--- src/rtl/fp_mulsub_arbiter_if.sv ---
// Requester/unit-facing bundle of the mul-sub arbiter: issue handshake, unit
// operand/result bus and the response return path.
interface fp_mulsub_arbiter_if #(
  parameter int NREQ = 4,
  parameter int IDW  = 2
);
  logic                 en;
  logic [NREQ-1:0]      req;
  logic [32*NREQ-1:0]   req_a;
  logic [32*NREQ-1:0]   req_b;
  logic [32*NREQ-1:0]   req_c;
  logic [NREQ-1:0]      gnt;
  logic [31:0]          u_a;
  logic [31:0]          u_b;
  logic [31:0]          u_c;
  logic                 u_en;
  logic [31:0]          u_result;
  logic [NREQ-1:0]      rsp_valid;
  logic [IDW-1:0]       rsp_id;
  logic [31:0]          rsp_data;
  logic                 busy;

  modport master (
    output en, req, req_a, req_b, req_c, u_result,
    input  gnt, u_a, u_b, u_c, u_en, rsp_valid, rsp_id, rsp_data, busy
  );

  modport slave (
    input  en, req, req_a, req_b, req_c, u_result,
    output gnt, u_a, u_b, u_c, u_en, rsp_valid, rsp_id, rsp_data, busy
  );
endinterface

--- src/rtl/fp_mulsub_arbiter.sv ---
// Round-robin scheduler sharing one pipelined A*B-C unit among NREQ requesters;
// a {valid,id} shift pipeline routes each result back to the requester that issued it.
module fp_mulsub_arbiter #(
  parameter int NREQ = 4,
  parameter int IDW  = 2,
  parameter int LAT  = 2
) (
  input  logic               clk,
  input  logic               rst,
  fp_mulsub_arbiter_if.slave bus
);

  logic [IDW-1:0] ptr;
  logic [IDW-1:0] gnt_idx;
  logic [NREQ-1:0] gnt_c;
  logic            issue;
  logic [IDW:0]    idx;
  logic            remain;
  logic [LAT-1:0]  tag_valid;
  logic [IDW-1:0]  tag_id [LAT];

  // First requester at or above the pointer wins, wrapping past NREQ-1.
  always_comb begin
    gnt_c   = '0;
    gnt_idx = '0;
    issue   = 1'b0;
    idx     = '0;
    if (!rst && bus.en) begin
      for (int k = 0; k < NREQ; k++) begin
        idx = {1'b0, ptr} + (IDW+1)'(k);
        if (idx >= (IDW+1)'(NREQ)) idx = idx - (IDW+1)'(NREQ);
        if (!issue && bus.req[idx[IDW-1:0]]) begin
          issue                 = 1'b1;
          gnt_idx               = idx[IDW-1:0];
          gnt_c[idx[IDW-1:0]]   = 1'b1;
        end
      end
    end
  end

  // Unit stays enabled while anything is still in the tag pipeline after the shift.
  always_comb begin
    remain = issue;
    for (int s = 0; s < LAT - 1; s++) remain = remain | tag_valid[s];
  end

  assign bus.gnt  = gnt_c;
  assign bus.busy = |tag_valid;

  always_ff @(posedge clk) begin
    if (rst) begin
      ptr           <= '0;
      tag_valid     <= '0;
      for (int s = 0; s < LAT; s++) tag_id[s] <= '0;
      bus.u_a       <= '0;
      bus.u_b       <= '0;
      bus.u_c       <= '0;
      bus.u_en      <= 1'b0;
      bus.rsp_valid <= '0;
      bus.rsp_id    <= '0;
      bus.rsp_data  <= '0;
    end else begin
      if (issue) begin
        ptr     <= (gnt_idx == IDW'(NREQ - 1)) ? '0 : gnt_idx + IDW'(1);
        bus.u_a <= bus.req_a[{gnt_idx, 5'd0} +: 32];
        bus.u_b <= bus.req_b[{gnt_idx, 5'd0} +: 32];
        bus.u_c <= bus.req_c[{gnt_idx, 5'd0} +: 32];
      end
      tag_valid[0] <= issue;
      tag_id[0]    <= gnt_idx;
      for (int s = 1; s < LAT; s++) begin
        tag_valid[s] <= tag_valid[s-1];
        tag_id[s]    <= tag_id[s-1];
      end
      bus.u_en <= remain;
      if (tag_valid[LAT-1]) begin
        bus.rsp_valid <= NREQ'(1) << tag_id[LAT-1];
        bus.rsp_id    <= tag_id[LAT-1];
        bus.rsp_data  <= bus.u_result;
      end else begin
        bus.rsp_valid <= '0;
      end
    end
  end

endmodule

--- src/flat_wrapper.sv ---
// flat-port wrapper written by rule: the top's interface ports become plain ports
module fp_mulsub_arbiter_flat 
#(
  parameter int NREQ = 4,
  parameter int IDW  = 2,
  parameter int LAT  = 2
)
  (clk, rst, bus_en, bus_req, bus_req_a, bus_req_b, bus_req_c, bus_u_result, bus_gnt, bus_u_a, bus_u_b, bus_u_c, bus_u_en, bus_rsp_valid, bus_rsp_id, bus_rsp_data, bus_busy);
  fp_mulsub_arbiter_if #(.NREQ(NREQ), .IDW(IDW)) bus_i ();
  input  logic clk;
  input  logic rst;
  input wire logic [$bits(bus_i.en)-1:0] bus_en;
  input wire logic [$bits(bus_i.req)-1:0] bus_req;
  input wire logic [$bits(bus_i.req_a)-1:0] bus_req_a;
  input wire logic [$bits(bus_i.req_b)-1:0] bus_req_b;
  input wire logic [$bits(bus_i.req_c)-1:0] bus_req_c;
  input wire logic [$bits(bus_i.u_result)-1:0] bus_u_result;
  output wire logic [$bits(bus_i.gnt)-1:0] bus_gnt;
  output wire logic [$bits(bus_i.u_a)-1:0] bus_u_a;
  output wire logic [$bits(bus_i.u_b)-1:0] bus_u_b;
  output wire logic [$bits(bus_i.u_c)-1:0] bus_u_c;
  output wire logic [$bits(bus_i.u_en)-1:0] bus_u_en;
  output wire logic [$bits(bus_i.rsp_valid)-1:0] bus_rsp_valid;
  output wire logic [$bits(bus_i.rsp_id)-1:0] bus_rsp_id;
  output wire logic [$bits(bus_i.rsp_data)-1:0] bus_rsp_data;
  output wire logic [$bits(bus_i.busy)-1:0] bus_busy;
  assign bus_i.en = bus_en;
  assign bus_i.req = bus_req;
  assign bus_i.req_a = bus_req_a;
  assign bus_i.req_b = bus_req_b;
  assign bus_i.req_c = bus_req_c;
  assign bus_i.u_result = bus_u_result;
  assign bus_gnt = bus_i.gnt;
  assign bus_u_a = bus_i.u_a;
  assign bus_u_b = bus_i.u_b;
  assign bus_u_c = bus_i.u_c;
  assign bus_u_en = bus_i.u_en;
  assign bus_rsp_valid = bus_i.rsp_valid;
  assign bus_rsp_id = bus_i.rsp_id;
  assign bus_rsp_data = bus_i.rsp_data;
  assign bus_busy = bus_i.busy;
  fp_mulsub_arbiter #(.NREQ(NREQ), .IDW(IDW), .LAT(LAT)) u_core (.clk(clk), .rst(rst), .bus(bus_i));
endmodule
--- config.mk ---
export PLATFORM = sky130hd
export DESIGN_NAME = fp_mulsub_arbiter_flat
export DESIGN_NICKNAME = d
export VERILOG_FILES = /design/src/rtl/fp_mulsub_arbiter_if.sv /design/src/rtl/fp_mulsub_arbiter.sv /design/src/flat_wrapper.sv
export SDC_FILE = /design/constraint.sdc
export NUM_CORES = 1
export LEC_CHECK = 0
export ABC_AREA = 1
export BUFFER_PORTS_ARGS = -buffer_cell sky130_fd_sc_hd__buf_2
export CAP_MARGIN = 30
export CORE_AREA = 2 2 216 218
export CTS_BUF_LIST = sky130_fd_sc_hd__clkbuf_16
export DETAILED_ROUTE_END_ITERATION = 10
export DIE_AREA = 0 0 218 220
export PLACE_DENSITY = 0.42
export SLEW_MARGIN = 10
export SYNTH_ARGS = -nofsm -noshare
export SYNTH_HDL_FRONTEND = slang
export SYNTH_SLANG_ARGS = --single-unit
--- constraint.sdc ---
create_clock -name clk -period 3.3 [get_ports clk]
set_input_delay 0.495 -clock clk [delete_from_list [all_inputs] [get_ports clk]]
set_output_delay 0.495 -clock clk [all_outputs]
set_load 0.01 [all_outputs]
==> results of run 1 <==
-- cell usage after synthesis --
| cell type | n | area share (%) |
|---|---|---|
| a21oi_1 | 4 | 0.24 |
| a22oi_1 | 1 | 0.088 |
| a31oi_1 | 3 | 0.22 |
| buf_1 | 14 | 0.62 |
| buf_2 | 38 | 2.2 |
| buf_4 | 21 | 1.9 |
| buf_6 | 3 | 0.40 |
| clkbuf_1 | 29 | 1.3 |
| clkinv_1 | 2 | 0.088 |
| dfxtp_1 | 143 | 34 |
| ha_1 | 8 | 1.2 |
| inv_1 | 67 | 3.0 |
| inv_2 | 5 | 0.22 |
| inv_6 | 1 | 0.10 |
| nand2_1 | 527 | 23 |
| nand2_2 | 5 | 0.37 |
| nand2_4 | 4 | 0.53 |
| nand3_1 | 379 | 22 |
| nand3_2 | 4 | 0.47 |
| nand3b_1 | 3 | 0.26 |
| nor2_1 | 74 | 3.3 |
| nor2_4 | 1 | 0.13 |
| nor2_8 | 1 | 0.24 |
| o21ai_0 | 42 | 2.5 |
| o21ai_1 | 2 | 0.12 |
| o21bai_1 | 15 | 1.3 |
| o311ai_0 | 1 | 0.10 |
-- logic make-up after synthesis --
| group | count (synthesis) |
|---|---|
| compound gates | 68 |
| fa+ha+maj | 8 |
| buf+inv | 180 |
| flops | 143 |
| simple gates | 998 |
-- layer usage --
metal | global-route usage [%] | routed length, microns
met1 | 19.7 | 17000
met2 | 28.9 | 20100
met3 | 4.17 | 2970
met4 | 5.42 | 946
met5 | 0 | 71
-- area by class of cell --
type	instances	area, sq um
antenna	5	12.5
clock buffer	17	425
clock inverter	15	156
fill	5259	33500
inverter	75	294
multi-input combinational	1074	4820
sequential	143	2860
tap	607	759
timing repair buffer	585	3070
-- registers in the layout, summed over array words and instances (netlist names) --
register,flops
u_core.bus.rsp_data,32
u_core.bus.rsp_id,2
u_core.bus.rsp_valid,4
u_core.bus.u_a,32
u_core.bus.u_b,32
u_core.bus.u_c,32
u_core.bus.u_en,1
u_core.ptr,2
u_core.tag_id,4
u_core.tag_valid,2
-- report_power, final --
group,switching (mW),internal [mW]
clock network,0.899,1.07
logic,2.21,1.18
registers,0.201,2.10
-- tightest hold or removal path, delay by kind of cell --
kind	cells	cell delay [ns]
and+or+nand+nor	2	0.11
buffers and inverters	1	0.07
-- worst min path at each step --
stage	endpoint	slack [ns]	cells past startpoint
2_1_floorplan	u_core.tag_id[0][2]	0.39	2
6_report	u_core.bus.rsp_data[18]	0.28	3
3_5_place_dp	u_core.tag_id[0][3]	0.39	2
3_3_place_gp	u_core.tag_id[0][3]	0.39	2
4_1_cts	u_core.bus.rsp_data[24]	0.25	3
5_1_grt	u_core.bus.rsp_data[1]	0.26	3
==> impl_metrics.ini, run 1 <==
[yosys]
yosysSeqAreaShare_pct = 33.7
synth.mux.area_fraction_pct = 0
synth.ff_latch_count = 143
ys_types = 27
synth_top_family_by_area = simple AND/OR/NAND/NOR gates
synthesis.area_sq_um = 8500
ys_warn_count = 0
synth_xor_area_share_pct = 0
syn_nets = 1828
synthSimpleGateAreaFrac_pct = 50.8
synth_fa_ha_area_share_pct = 1.18
syn_avg_cell_area_sq_um = 6.09
synth_compound_area_share_pct = 4.56
postSynthCellCount = 1397

[grt]
first_global_vias = 10500
grt_pass1_wl_microns = 60800
grt.total_usage_pct = 16.5
overflow = 0
grt_max_degree = 115
antenna_found_initial = 11

[cts]
cts-htree-levels = 4
clkTransAtPathRegs_ns = 0.07
ctsLongestPathBuffers = 2
cts_tree = built
cts-root-buf = clkbuf_16
cts_resized = 0
clk-insertion-delay-late_ns = 0.44
cts_made_buffers = 17
cts_post_setup_buffers_inserted = 0
cts_sinks = 143
cts_hold_buf = 0

[worst_setup_path]
critical_path.top_delay_family = simple AND/OR/NAND/NOR gates
start_kind = flop
path_buf_inv = 4
crit-reg2reg-capture = u_core.bus.u_b[9]
cp_slowest_cell = dfxtp_2
timing.rr.start = u_core.ptr[1]
worst_setup_path_end_kind = output pin
endpoint = bus_gnt[1]
path_cells = inv_2, ha_1, inv_1, nand3_1, nand2_1, nor2_1, nand2_1, o21ai_0, a31oi_1, o21ai_0, nand2_1, inv_1, buf_2
reg2reg_depth = 14
max_stage_delay_ns = 0.41
reg2reg_slack_ns = 0.57
cp.arrival_ns = 2.44
crit_type = flop to output pin
required_ns = 2.80
critPathLaunch = u_core.ptr[1]
path_max_fanout = 9
crit_top_cell = nand2_1
cp.depth = 13

[finish]
final_common_cell = buf_2
final_cell_mix = 562 x buf_2, 527 x nand2_1, 379 x nand3_1
final_cell_area_sq_um = 12400
layout-drive-gt1-share_pct = 33.5
nNetsFinal = 2327
synthToLayoutAreaGrowth_pct = 45.9
final_core_util_pct = 27.0
layoutNonFillerInstCount = 2521

[drt]
drt_pass1_iterations = 5
ant_nets = 0
wl_microns = 41100
vias = 11000
drc = 0
drtIter0Drc = 481
viasPerCell = 4.35
wl_per_cell_microns = 16.3

[timing]
finalHoldViolations = 0
slew_headroom_pct = 50.1
final_max_slew_viol_count = 0
setup-violations-final = 0
rsz0062_at_grt = no
fin_worst_skew_ns = 0.0105
hold_ws_ns = 0.279
setup_slack_ns = 0.362
fmax_ghz = 0.340
layout_min_cycle_time_ns = 2.94
tightest_slew_ns = 0.749
tns_ns = 0
finalCritPeriodShare_pct = 89.0

[die]
core-area_sq_um = 45900
die-area_sq_um = 48000
die_w_microns = 218
num_rows = 79
die_h_microns = 220
io_pins = 563
initial_utilization_pct = 18.5

[place]
dp.cells = 2484
hpwl_microns = 31000
portBuffers = 562
placed_area_sq_um = 11800
place_congestion = 0.894
dp_slack_ns = 0.379

[run_status]
status = complete, no violations

[hold_path]
holdCritStartpoint = bus_u_result[18]
hold_class = input port to flop

[power_and_ir_drop]
p_leak_nw = 6.87
p_per_area_nw_per_um2 = 617
ir_worst_vdd_uv = 270
p_total_mw = 7.65

[flow_run]
drv_cap = 0
(Power assumes the default switching activity.)
==> inputs of run 2 (changes only) <==
--- a/config.mk
+++ b/config.mk
@@ -6,13 +6,16 @@
 export NUM_CORES = 1
 export LEC_CHECK = 0
 export ABC_AREA = 1
-export BUFFER_PORTS_ARGS = -buffer_cell sky130_fd_sc_hd__buf_2
 export CAP_MARGIN = 30
-export CORE_AREA = 2 2 216 218
+export CELL_PAD_IN_SITES_DETAIL_PLACEMENT = 1
+export CELL_PAD_IN_SITES_GLOBAL_PLACEMENT = 2
+export CORE_AREA = 2 2 217 219
 export CTS_BUF_LIST = sky130_fd_sc_hd__clkbuf_16
+export CTS_CLUSTER_DIAMETER = 40
 export DETAILED_ROUTE_END_ITERATION = 10
-export DIE_AREA = 0 0 218 220
-export PLACE_DENSITY = 0.42
+export DIE_AREA = 0 0 219 221
+export DONT_BUFFER_PORTS = 1
+export PLACE_DENSITY = 0.54
 export SLEW_MARGIN = 10
 export SYNTH_ARGS = -nofsm -noshare
 export SYNTH_HDL_FRONTEND = slang
==> impl_metrics.ini, run 2 (synthesized netlist as in run 1, its figures left out) <==
[die]
die_w_microns = 219
die_h_microns = 221
io_pins = 563
num_rows = 79
die-area_sq_um = 48400
initial_utilization_pct = 18.5
core-area_sq_um = 46100

[drt]
drc = 0
ant_nets = 0
viasPerCell = 4.59
drtIter0Drc = 349
drt_pass1_iterations = 4
wl_microns = 39300
wl_per_cell_microns = 20.1
vias = 8971

[worst_setup_path]
reg2reg_depth = 13
crit-reg2reg-capture = u_core.bus.u_c[24]
worst_setup_path_end_kind = output pin
timing.rr.start = u_core.ptr[1]
reg2reg_slack_ns = 0.51
start_kind = flop
crit_type = flop to output pin
cp.arrival_ns = 2.49
required_ns = 2.80
path_max_fanout = 9

[cts]
cts_sinks = 143
ctsLongestPathBuffers = 2
clk-insertion-delay-late_ns = 0.47
clkTransAtPathRegs_ns = 0.07
cts-htree-levels = 4
cts-root-buf = clkbuf_16
cts_made_buffers = 17
cts_tree = built
cts_hold_buf = 0

[power_and_ir_drop]
ir_worst_vdd_uv = 428
p_leak_nw = 4.50
p_total_mw = 7.23
p_per_area_nw_per_um2 = 753

[finish]
nFillCells = 5787
synthToLayoutAreaGrowth_pct = 12.9
final_common_cell = nand2_1
layoutNonFillerInstCount = 1953
nNetsFinal = 1761
seqCellArea_sq_um = 2860
final_cell_area_sq_um = 9600
final_cell_mix = 527 x nand2_1, 379 x nand3_1, 142 x dfxtp_1
layout-drive-gt1-share_pct = 5.51
multi_input_area_sq_um = 4820

[hold_path]
whs_endpoint = u_core.tag_id[0][3]
holdCritStartpoint = rst
hold_depth = 1
hold_class = input port to flop

[place]
place_congestion = 0.757
hpwl_microns = 28800
dp.cells = 1918
portBuffers = 0
placed_area_sq_um = 8980

[grt]
first_global_vias = 9226
grt.total_usage_pct = 16.1
grt_pass1_wl_microns = 58600
antenna_found_initial = 6
overflow = 0
grt_max_degree = 114

[timing]
tns_ns = 0
finalCritPeriodShare_pct = 90.4
finalHoldViolations = 0
slew_headroom_pct = 48.9
setup-violations-final = 0
hold_ws_ns = 0.0814
rsz0062_at_grt = no
tightest_slew_ns = 0.767
fin_worst_skew_ns = 0.0109
fmax_ghz = 0.335
layout_min_cycle_time_ns = 2.98
final_max_slew_viol_count = 0

[flow_run]
drv_cap = 0

[run_status]
status = complete, no violations
-- run 2: cell count changes in the layout (fill, tap and decap cells not counted), moves of 2 or more --
cell	before	now
buf_4	16	11
buf_2	562	0
diode_2	5	3
clkinvlp_4	4	2
-- run 2: repair_timing --
action                                 4_1_cts  5_1_grt
setup endpoints to repair                    0        4
buffers inserted                             0        0
endpoints found under the hold margin        0        0
gates resized for setup                      0        1
-- run 2: report_power, final --
group | internal (mW) | leakage, nW | switching [mW] | total [mW]
logic | 0.776 | 3.03 | 1.74 | 2.52
clock network | 1.15 | 0.297 | 0.948 | 2.10
registers | 2.10 | 1.18 | 0.511 | 2.61
-- run 2: worst max-delay path, cell delays in order, from the launching register on --
cell and delay (ns):
dfxtp_2 0.43, inv_2 0.13, ha_1 0.41, inv_1 0.09, nand3_1 0.08, nand2_1 0.08
nor2_1 0.24, nand2_1 0.09, o21ai_0 0.09, a31oi_1 0.06, o21ai_0 0.09, nand2_1 0.08
inv_1 0.15
-- run 2: layer usage --
metal / global-route usage (%) / part of all wire [%]
met1: 18.6 / 40
met3: 6.08 / 9.1
met5: 0 / 0.10
met4: 4.51 / 1.5
met2: 27.5 / 49
-- run 2: final cells by class --
cell class	instances	area share, %
timing repair buffer	19	2.53
tap	607	7.91
sequential	143	29.8
antenna	3	0.0782
clock buffer	17	4.43
clock inverter	15	1.99
inverter	75	3.06
multi-input combinational	1074	50.2
-- run 2: stage by stage --
stage          worst slack [ns]  utilization (%)
2_1_floorplan              1.02                -
3_3_place_gp              0.431             19.5
3_5_place_dp              0.328             19.5
4_1_cts                   0.113             20.8
5_1_grt                 0.00833             20.8
6_report                  0.317             20.9
-- run 2: worst max path at each step --
stage / startpoint / endpoint / slack [ns]
2_1_floorplan: u_core.ptr[0] / u_core.bus.u_a[17] / 1.02
5_1_grt: u_core.ptr[1] / bus_gnt[2] / 0.008
6_report: u_core.ptr[1] / bus_gnt[1] / 0.32
4_1_cts: u_core.ptr[1] / bus_gnt[2] / 0.11
3_5_place_dp: u_core.ptr[1] / u_core.bus.u_b[23] / 0.33
3_3_place_gp: u_core.ptr[1] / u_core.bus.u_b[23] / 0.43
